--- config.mk ---
export PLATFORM = sky130hd
export DESIGN_NAME = cpu_control_unit_flat
export DESIGN_NICKNAME = d
export VERILOG_FILES = /design/src/rtl/cpu_control_unit_if.sv /design/src/rtl/cpu_control_unit.sv /design/src/flat_wrapper.sv
export SDC_FILE = /design/constraint.sdc
export NUM_CORES = 1
export LEC_CHECK = 0
export ABC_AREA = 1
export CAP_MARGIN = 20
export CORE_ASPECT_RATIO = 0.9
export CORE_MARGIN = 5
export CORE_UTILIZATION = 47
export CTS_BUF_LIST = sky130_fd_sc_hd__clkbuf_16
export DETAILED_ROUTE_END_ITERATION = 10
export HOLD_SLACK_MARGIN = 0.12
export PLACE_DENSITY = 0.89
export SLEW_MARGIN = 10
export SYNTH_ARGS = -nofsm -noshare
export SYNTH_HDL_FRONTEND = slang
export SYNTH_SLANG_ARGS = --single-unit
--- constraint.sdc ---
create_clock -name clk -period 2.6 [get_ports clk]
set_input_delay 0.39 -clock clk [delete_from_list [all_inputs] [get_ports clk]]
set_output_delay 0.39 -clock clk [all_outputs]
set_load 0.02 [all_outputs]
--- src/rtl/cpu_control_unit_if.sv ---
// Instruction ROM, data RAM and datapath control bundle of the multicycle control unit.
// Latency: none; plain wires grouped for connection.
// Backpressure: none; the ROM answers combinationally and the datapath always accepts.
interface cpu_control_unit_if #(
   parameter int PC_W = 8
);
   // instruction ROM
   logic [15:0]     I_data;
   logic [PC_W-1:0] I_addr;
   logic            I_rd;
   // data RAM
   logic [7:0]      D_addr;
   logic            D_rd;
   logic            D_wr;
   // register file / write mux
   logic [7:0]      RF_W_data;
   logic            RF_s1;
   logic            RF_s0;
   logic [3:0]      RF_W_addr;
   logic            RF_W_wr;
   logic [3:0]      RF_Rp_addr;
   logic            RF_Rp_rd;
   logic [3:0]      RF_Rq_addr;
   logic            RF_Rq_rd;
   logic            RF_Rp_zero;
   // ALU
   logic            alu_s1;
   logic            alu_s0;
   // status
   logic            halted;

   // control unit side
   modport master (
      input  I_data, RF_Rp_zero,
      output I_addr, I_rd, D_addr, D_rd, D_wr,
             RF_W_data, RF_s1, RF_s0, RF_W_addr, RF_W_wr,
             RF_Rp_addr, RF_Rp_rd, RF_Rq_addr, RF_Rq_rd,
             alu_s1, alu_s0, halted
   );

   // memories / datapath side
   modport slave (
      output I_data, RF_Rp_zero,
      input  I_addr, I_rd, D_addr, D_rd, D_wr,
             RF_W_data, RF_s1, RF_s0, RF_W_addr, RF_W_wr,
             RF_Rp_addr, RF_Rp_rd, RF_Rq_addr, RF_Rq_rd,
             alu_s1, alu_s0, halted
   );
endinterface

--- src/rtl/cpu_control_unit.sv ---
// Moore multicycle control unit: fetch/decode/execute sequencing for the simple 16-bit CPU.
// Latency: 3 cycles per instruction, 4 for a taken JMPZ, 2 for an illegal opcode; first fetch 2nd edge after reset.
// Backpressure: none; ROM/RAM/datapath are single-cycle. Optional macro CPU_JMP_EN adds JMP (opcode 0110).
module cpu_control_unit #(
   parameter int PC_W = 8
) (
   input  logic                clk,
   input  logic                rst,
   cpu_control_unit_if.master  bus
);

   localparam logic [3:0] OP_LOAD  = 4'b0000;
   localparam logic [3:0] OP_STORE = 4'b0001;
   localparam logic [3:0] OP_ADD   = 4'b0010;
   localparam logic [3:0] OP_LDC   = 4'b0011;
   localparam logic [3:0] OP_SUB   = 4'b0100;
   localparam logic [3:0] OP_JMPZ  = 4'b0101;
`ifdef CPU_JMP_EN
   localparam logic [3:0] OP_JMP   = 4'b0110;
`endif
   localparam logic [3:0] OP_HALT  = 4'b1111;

   // immediate is sign-extended to at least the PC width for branch offsets
   localparam int EW = (PC_W > 8) ? PC_W : 8;

   typedef enum logic [3:0] {
      S_INIT,
      S_FETCH,
      S_DECODE,
      S_LOAD,
      S_STORE,
      S_ADD,
      S_LDC,
      S_SUB,
      S_JMPZ,
      S_JMPZ_JMP,
`ifdef CPU_JMP_EN
      S_JMP,
`endif
      S_HALT
   } state_t;

   state_t          state, state_nxt;
   logic [PC_W-1:0] pc, pc_nxt;
   logic [15:0]     ir, ir_nxt;

   logic [3:0]      op, ra, rb, rc;
   logic [7:0]      imm;
   logic [EW-1:0]   imm_sx;
   logic [PC_W-1:0] pc_branch;

   assign op  = ir[15:12];
   assign ra  = ir[11:8];
   assign rb  = ir[7:4];
   assign rc  = ir[3:0];
   assign imm = ir[7:0];

   // PC already points past the branch, so subtract one to make the offset relative to the branch itself
   assign imm_sx    = EW'($signed(imm));
   assign pc_branch = pc + imm_sx[PC_W-1:0] - PC_W'(1);

   // instruction address always tracks the PC
   assign bus.I_addr = pc;

   // state, PC and IR registers; reset aborts any instruction in flight
   always_ff @(posedge clk or negedge rst) begin
      if (!rst) begin
         state <= S_INIT;
         pc    <= '0;
         ir    <= '0;
      end else begin
         state <= state_nxt;
         pc    <= pc_nxt;
         ir    <= ir_nxt;
      end
   end

   // next-state, PC/IR updates and Moore outputs decoded from state and IR
   always_comb begin
      state_nxt      = state;
      pc_nxt         = pc;
      ir_nxt         = ir;
      bus.I_rd       = 1'b0;
      bus.D_addr     = '0;
      bus.D_rd       = 1'b0;
      bus.D_wr       = 1'b0;
      bus.RF_W_data  = '0;
      bus.RF_s1      = 1'b0;
      bus.RF_s0      = 1'b0;
      bus.RF_W_addr  = '0;
      bus.RF_W_wr    = 1'b0;
      bus.RF_Rp_addr = '0;
      bus.RF_Rp_rd   = 1'b0;
      bus.RF_Rq_addr = '0;
      bus.RF_Rq_rd   = 1'b0;
      bus.alu_s1     = 1'b0;
      bus.alu_s0     = 1'b0;
      bus.halted     = 1'b0;

      case (state)
         S_INIT: begin
            pc_nxt    = '0;
            state_nxt = S_FETCH;
         end

         S_FETCH: begin
            bus.I_rd  = 1'b1;
            ir_nxt    = bus.I_data;
            pc_nxt    = pc + PC_W'(1);
            state_nxt = S_DECODE;
         end

         S_DECODE: begin
            case (op)
               OP_LOAD:  state_nxt = S_LOAD;
               OP_STORE: state_nxt = S_STORE;
               OP_ADD:   state_nxt = S_ADD;
               OP_LDC:   state_nxt = S_LDC;
               OP_SUB:   state_nxt = S_SUB;
               OP_JMPZ:  state_nxt = S_JMPZ;
`ifdef CPU_JMP_EN
               OP_JMP:   state_nxt = S_JMP;
`endif
               OP_HALT:  state_nxt = S_HALT;
               default:  state_nxt = S_FETCH;   // illegal opcode executes as NOP
            endcase
         end

         S_LOAD: begin
            bus.D_addr    = imm;
            bus.D_rd      = 1'b1;
            bus.RF_s0     = 1'b1;
            bus.RF_W_addr = ra;
            bus.RF_W_wr   = 1'b1;
            state_nxt     = S_FETCH;
         end

         S_STORE: begin
            bus.D_addr     = imm;
            bus.D_wr       = 1'b1;
            bus.RF_Rp_addr = ra;
            bus.RF_Rp_rd   = 1'b1;
            state_nxt      = S_FETCH;
         end

         S_ADD: begin
            bus.RF_Rp_addr = rb;
            bus.RF_Rp_rd   = 1'b1;
            bus.RF_Rq_addr = rc;
            bus.RF_Rq_rd   = 1'b1;
            bus.alu_s0     = 1'b1;
            bus.RF_W_addr  = ra;
            bus.RF_W_wr    = 1'b1;
            state_nxt      = S_FETCH;
         end

         S_SUB: begin
            bus.RF_Rp_addr = rb;
            bus.RF_Rp_rd   = 1'b1;
            bus.RF_Rq_addr = rc;
            bus.RF_Rq_rd   = 1'b1;
            bus.alu_s1     = 1'b1;
            bus.RF_W_addr  = ra;
            bus.RF_W_wr    = 1'b1;
            state_nxt      = S_FETCH;
         end

         S_LDC: begin
            bus.RF_W_data = imm;
            bus.RF_s1     = 1'b1;
            bus.RF_W_addr = ra;
            bus.RF_W_wr   = 1'b1;
            state_nxt     = S_FETCH;
         end

         S_JMPZ: begin
            bus.RF_Rp_addr = ra;
            bus.RF_Rp_rd   = 1'b1;
            state_nxt      = bus.RF_Rp_zero ? S_JMPZ_JMP : S_FETCH;
         end

         S_JMPZ_JMP: begin
            pc_nxt    = pc_branch;
            state_nxt = S_FETCH;
         end

`ifdef CPU_JMP_EN
         S_JMP: begin
            pc_nxt    = pc_branch;
            state_nxt = S_FETCH;
         end
`endif

         S_HALT: begin
            bus.halted = 1'b1;
            state_nxt  = S_HALT;
         end

         default: begin
            state_nxt = S_INIT;
         end
      endcase
   end

endmodule
--- src/flat_wrapper.sv ---
// flat-port wrapper written by rule: the top's interface ports become plain ports
module cpu_control_unit_flat 
#(
   parameter int PC_W = 8
)
  (clk, rst, bus_I_data, bus_RF_Rp_zero, bus_I_addr, bus_I_rd, bus_D_addr, bus_D_rd, bus_D_wr, bus_RF_W_data, bus_RF_s1, bus_RF_s0, bus_RF_W_addr, bus_RF_W_wr, bus_RF_Rp_addr, bus_RF_Rp_rd, bus_RF_Rq_addr, bus_RF_Rq_rd, bus_alu_s1, bus_alu_s0, bus_halted);
  cpu_control_unit_if #(.PC_W(PC_W)) bus_i ();
  input  logic clk;
  input  logic rst;
  input wire logic [$bits(bus_i.I_data)-1:0] bus_I_data;
  input wire logic [$bits(bus_i.RF_Rp_zero)-1:0] bus_RF_Rp_zero;
  output wire logic [$bits(bus_i.I_addr)-1:0] bus_I_addr;
  output wire logic [$bits(bus_i.I_rd)-1:0] bus_I_rd;
  output wire logic [$bits(bus_i.D_addr)-1:0] bus_D_addr;
  output wire logic [$bits(bus_i.D_rd)-1:0] bus_D_rd;
  output wire logic [$bits(bus_i.D_wr)-1:0] bus_D_wr;
  output wire logic [$bits(bus_i.RF_W_data)-1:0] bus_RF_W_data;
  output wire logic [$bits(bus_i.RF_s1)-1:0] bus_RF_s1;
  output wire logic [$bits(bus_i.RF_s0)-1:0] bus_RF_s0;
  output wire logic [$bits(bus_i.RF_W_addr)-1:0] bus_RF_W_addr;
  output wire logic [$bits(bus_i.RF_W_wr)-1:0] bus_RF_W_wr;
  output wire logic [$bits(bus_i.RF_Rp_addr)-1:0] bus_RF_Rp_addr;
  output wire logic [$bits(bus_i.RF_Rp_rd)-1:0] bus_RF_Rp_rd;
  output wire logic [$bits(bus_i.RF_Rq_addr)-1:0] bus_RF_Rq_addr;
  output wire logic [$bits(bus_i.RF_Rq_rd)-1:0] bus_RF_Rq_rd;
  output wire logic [$bits(bus_i.alu_s1)-1:0] bus_alu_s1;
  output wire logic [$bits(bus_i.alu_s0)-1:0] bus_alu_s0;
  output wire logic [$bits(bus_i.halted)-1:0] bus_halted;
  assign bus_i.I_data = bus_I_data;
  assign bus_i.RF_Rp_zero = bus_RF_Rp_zero;
  assign bus_I_addr = bus_i.I_addr;
  assign bus_I_rd = bus_i.I_rd;
  assign bus_D_addr = bus_i.D_addr;
  assign bus_D_rd = bus_i.D_rd;
  assign bus_D_wr = bus_i.D_wr;
  assign bus_RF_W_data = bus_i.RF_W_data;
  assign bus_RF_s1 = bus_i.RF_s1;
  assign bus_RF_s0 = bus_i.RF_s0;
  assign bus_RF_W_addr = bus_i.RF_W_addr;
  assign bus_RF_W_wr = bus_i.RF_W_wr;
  assign bus_RF_Rp_addr = bus_i.RF_Rp_addr;
  assign bus_RF_Rp_rd = bus_i.RF_Rp_rd;
  assign bus_RF_Rq_addr = bus_i.RF_Rq_addr;
  assign bus_RF_Rq_rd = bus_i.RF_Rq_rd;
  assign bus_alu_s1 = bus_i.alu_s1;
  assign bus_alu_s0 = bus_i.alu_s0;
  assign bus_halted = bus_i.halted;
  cpu_control_unit #(.PC_W(PC_W)) u_core (.clk(clk), .rst(rst), .bus(bus_i));
endmodule
# Yosys cells after proc, flatten, opt, wreduce, memory -nomap -nowiden
# Cells that the tools add are included.
# totals
elab_cells	50
regBits	28
# classes
n_addsub	3
mux	19
eq_ne	16
reduce_logical	9
# ops
cell	n
$pmux 4 s7	1
$eq 4x3->1 const B	6
$pmux 8 s3	1
$pmux 4 s5	1
$eq 4x2->1 const B	4
$eq 4x4->1 const B	4
$mux 8	2
$mux 4	3
$mux 1	10
$add 8x1->8 const B	1
$add 8x8->8	1
$eq 4x1->1 const B	2
$logic_not 4->1	2
$pmux 4 s2	1
$reduce_or 4->1	2
$sub 8x1->8 const B	1
$reduce_or 7->1	1
$reduce_or 2->1	3
$reduce_bool 3->1	1

# Longest topological paths before layout
# logic_depth
depth_word	3
depth_mapped	13

# Least setup slack after synthesis
# No wires, ideal clock.
# synth_path
kind	reg-to-reg
from	register u_core.pc[1] (netlist: u_core.bus.I_addr[1])
to	register u_core.pc[5] (netlist: u_core.bus.I_addr[5])
arrival_time_ns	1.898
synth_period_minus_slack_ns	1.966
setup_slack_ns	0.634
path_buffers	0
path_stages_with_launch	13
path_cell_list	dfrtp_1 > inv_1 > ha_1 > inv_1 > ha_1 > inv_1 > fa_1 > inv_1 > nand2_1 > nand2_1 > a21oi_1 > nand3b_1 > nand3_1
# synth_between
elab_chain_cells	3
# synth_rtl
element	line_no	source
start, declared	cpu_control_unit.sv:44	logic [PC_W-1:0] pc, pc_nxt;
start signal, assigned	cpu_control_unit.sv:73	pc <= pc_nxt;
$add 8x8->8	cpu_control_unit.sv:60	assign pc_branch = pc + imm_sx[PC_W-1:0] - PC_W'(1);
$sub 8x1->8	cpu_control_unit.sv:60	
$pmux 8 s3 *	cpu_control_unit.sv:100	case (state)
# Mark *: on every way between the ends. The rest lies on a longest branch, timed or not.
# A chain may end at the register's enable or synchronous reset.

# Final worst setup path
# layout_path
from	register u_core.state[1]
to	output port bus_RF_W_data[3]
# layout_between
elab_chain_cells	2
# layout_rtl
element	line_no	source
start, declared	cpu_control_unit.sv:43	state_t state, state_nxt;
start signal, assigned	cpu_control_unit.sv:72	state <= state_nxt;
$eq 4x3->1	cpu_control_unit.sv:100	
$mux 8	cpu_control_unit.sv:100	
end, declared	flat_wrapper.sv:17	output wire logic [$bits(bus_i.RF_W_data)-1:0] bus_RF_W_data;
# Every way passes these cells.

==> parameters.txt <==
Parameter                              Value

Outcome
  Outcome    finished, final reports clean

Global routing
  Met2 Use GR    35.4%
  Global routing usage summed across all routing layers    19.7%
  Aggregate global routing overflow    0
  Met3 demand-to-capacity share in global routing    4.47%
  Largest net degree at the start of global routing    40
  Via count of the first global-routing pass    2055
  Most used routing layer in global routing    met2
  Met1 demand-to-capacity share in global routing    between 20% and 30%
  Wire length of the first global-routing pass    ~9200 um
  Number of antenna violations at the first check in global routing    0

Synth
  Warnings from Yosys    0
  Cell type with the largest total area after synthesis    dfrtp_1
  Area share of the largest cell type after synthesis    between 30% and 40%
  Post-Syn Area    between 2000 and 2500 um2
  Area contributors post-synth    dfrtp_1 (34%), nand2_1 (13%), inv_1 (9.9%)
  Cell count after synthesis    roughly 300
  Number of nets produced by synthesis    333
  Post-synth cell types    29
  Yosys reg bits    28
  Fraction of the yosys area taken by sequential cells    between 30% and 40%
  Avg Synthesized Cell Area    6.83 um2

Placed design
  HPWL after detailed placement    ~4300 um
  Worst slack at placement    0.416 ns
  Final Wtd Congestion    slightly above 0.8
  Number of buffer cells added on primary ports    65

Floorplanning
  # IOs    66
  Die Outline Area    5760 um2
  Core footprint    4130 um2
  Starting Density    49.5%
  Count of standard-cell rows    22
  Height of the die    between 70 and 80 um
  Die width    just under 80 um

Timing
  Final Max Tran Viols    0
  Share of the cycle needed by the critical path after routing    95.4%
  Final count of negative-setup-slack endpoints    0
  Timing-limited maximum frequency    roughly 400 MHz
  Remaining max-slew budget at the tightest pin    around two thirds
  Final Hold Vio Count    0
  Worst-margin pin slew    a little over 0.5 ns
  Setup WS post-layout    roughly 0.12 ns
  Setup repair after global routing missed its margin    no
  Clock skew after layout    0.00328 ns
  Min Tclk post-route    ~2.5 ns
  Setup Total Neg Slack    0 ns

Route
  Starting DRT DRC Count    166
  Final WL    between 5000 and 6000 um
  Wire length per cell    approximately 14 um
  Total DRC errors in the routed layout    0
  Number of detailed-routing iterations run before antenna repair    4
  Remaining antenna violation count    0
  Via count of the routed design    2166
  Per-cell via count in the routed design    5.24

Clocking
  Clock slew at reported path FFs    ~0.070 ns
  Bufs on Longest Clock Path    2
  Count of clock tree sinks    28
  Count of cells resized by post-cts repair    0
  CTS tree    built
  CTS buffer count    3
  Count of hold buffers inserted by post-cts repair    0
  Root Driver    clkbuf_16
  Worst skew pair latency    around 0.26 ns
  Number of H-tree levels    1
  Number of buffers inserted by post-CTS setup repair    0

Setup path
  Required time of the worst setup path    between 2 and 2.5 ns
  Arrival time of data at the critical path endpoint    between 2 and 2.5 ns
  Reg2reg setup slack    between 0.5 and 0.6 ns
  Largest driver fanout on the critical path    8
  Worst setup path class    register to primary output
  Type of element capturing the critical path    primary output
  Startpoint class of the critical path    register

Hold path
  Type of the most critical hold path    input pin to asynchronous set/reset pin

Power and ir drop
  Max rail drop VDD    570 uV
  Combinational share of power    65.8%
  Part of the total power dissipated in the clock network    13.0%
  Design internal power    roughly 1.8 mW
  Power per Cell Area    1240 nW/um2
  Leakage power total    roughly 1.4 nW
  P_sw    approximately 1.7 mW
  Sequential share of power    roughly a fifth
  Switching fraction of total power    48.8%

Run
  Number of maximum-capacitance constraint violations    0

Cells and area
  Area Overhead vs Synth    38.7%
  Final net count    400
  Total inserted antenna cells    0
  Fraction of layout instances using a drive strength above 1    6.03%
==> worst max-delay path: stages, from the launching register on <==
cell             delay (ns)
dfrtp_1                0.40
inv_1                  0.11
nor2_1                 0.11
inv_1                  0.09
nor2_1                 0.14
inv_1                  0.18
nor2_1                 0.17
clkdlybuf4s50_1        0.63
==> cells in the final DEF (no fill, tap or decap), drive strengths merged <==
cell and instances:
nand3b 2, o22ai 4, nand2 74, ha 14
a21o 1, clkdlybuf4s50 65, o211a 1, nor2 47
fa 1, bufinv 1, dfrtp 28, nand3 25
a211oi 1, nor3 1, o221ai 1, a21oi 8
or2 3, o21ai 22, inv 57, nand4 2
buf 2, o211ai 2, clkbuf 3
==> metal layers <==
| metal | wire length (um) | up-vias |
|---|---|---|
| met4 | 35 | 0 |
| met3 | 434 | 4 |
| li1 | - | 1074 |
| met1 | 2410 | 1007 |
| met2 | 2750 | 81 |
| met5 | 0 | - |
==> final timing paths <==
kind,startpoint,end,cells past startpoint
setup / recovery,u_core.state[1],bus_RF_W_data[3],7
min in group clk,u_core.ir[11],u_core.ir[11],2
max in group asynchronous,rst,u_core.ir[14],2
setup reg to reg,u_core.bus.I_addr[1],u_core.bus.I_addr[7],13
hold reg to reg,u_core.ir[11],u_core.ir[11],2
hold / removal,rst,u_core.bus.I_addr[2],2
==> state kept, by name, indices dropped and copies added, names as in the netlist <==
signal             cells
u_core.ir             16
u_core.bus.I_addr      8
u_core.state           4
==> kinds of logic (layout without fill, tap and decap cells) <==
group	count (synthesis)	count (layout)	share of synthesized area, %
adder cells (fa/ha/maj)	15	15	9.56
AO/OA/AOI/OAI	40	40	11.6
buffers and inverters	62	128	12.7
AND/OR/NAND/NOR	154	154	31.9
flip-flops	28	28	34.3
==> Yosys cell counts, drive strengths merged <==
library cell / count
nand2: 74
inv: 57
nor2: 47
dfrtp: 28
nand3: 25
o21ai: 22
ha: 14
a21oi: 8
buf: 5
o22ai: 4
or2: 3
nand3b: 2
nand4: 2
o211ai: 2
a211oi: 1
a21o: 1
fa: 1
nor3: 1
o211a: 1
o221ai: 1
==> metrics by stage <==
step           power, mW  std cells  utilization, %  hold slack [ns]  cell area (um2)
5_1_grt             3.87        413            68.6            0.565             2830
3_3_place_gp        2.95        409            65.9            0.548             2720
6_report            3.52        413            68.6            0.524             2830
3_5_place_dp        3.03        409            65.9            0.547             2720
2_1_floorplan       2.39        299               -           0.0944             2040
4_1_cts             3.52        413            68.5            0.540             2830
==> layout make-up <==
cell class,count,area (um2)
Fill cell,355,1300
Inverter,57,214
Tap cell,48,60.1
Clock buffer,3,75.1
Timing Repair Buffer,67,666
Clock inverter,1,30.0
Multi-Input combinational cell,209,1090
Sequential cell,28,701
==> power groups by stage <==
stage               Combinational, mW  Sequential, mW  Clock [mW]
finish                           2.31           0.747       0.456
global route                     2.61           0.772       0.487
CTS                              2.31           0.743       0.463
detailed placement               2.28           0.750           0
global placement                 2.21           0.738           0
floorplan                        1.63           0.756           0
No activity file was read; power rests on OpenSTA's default activity.
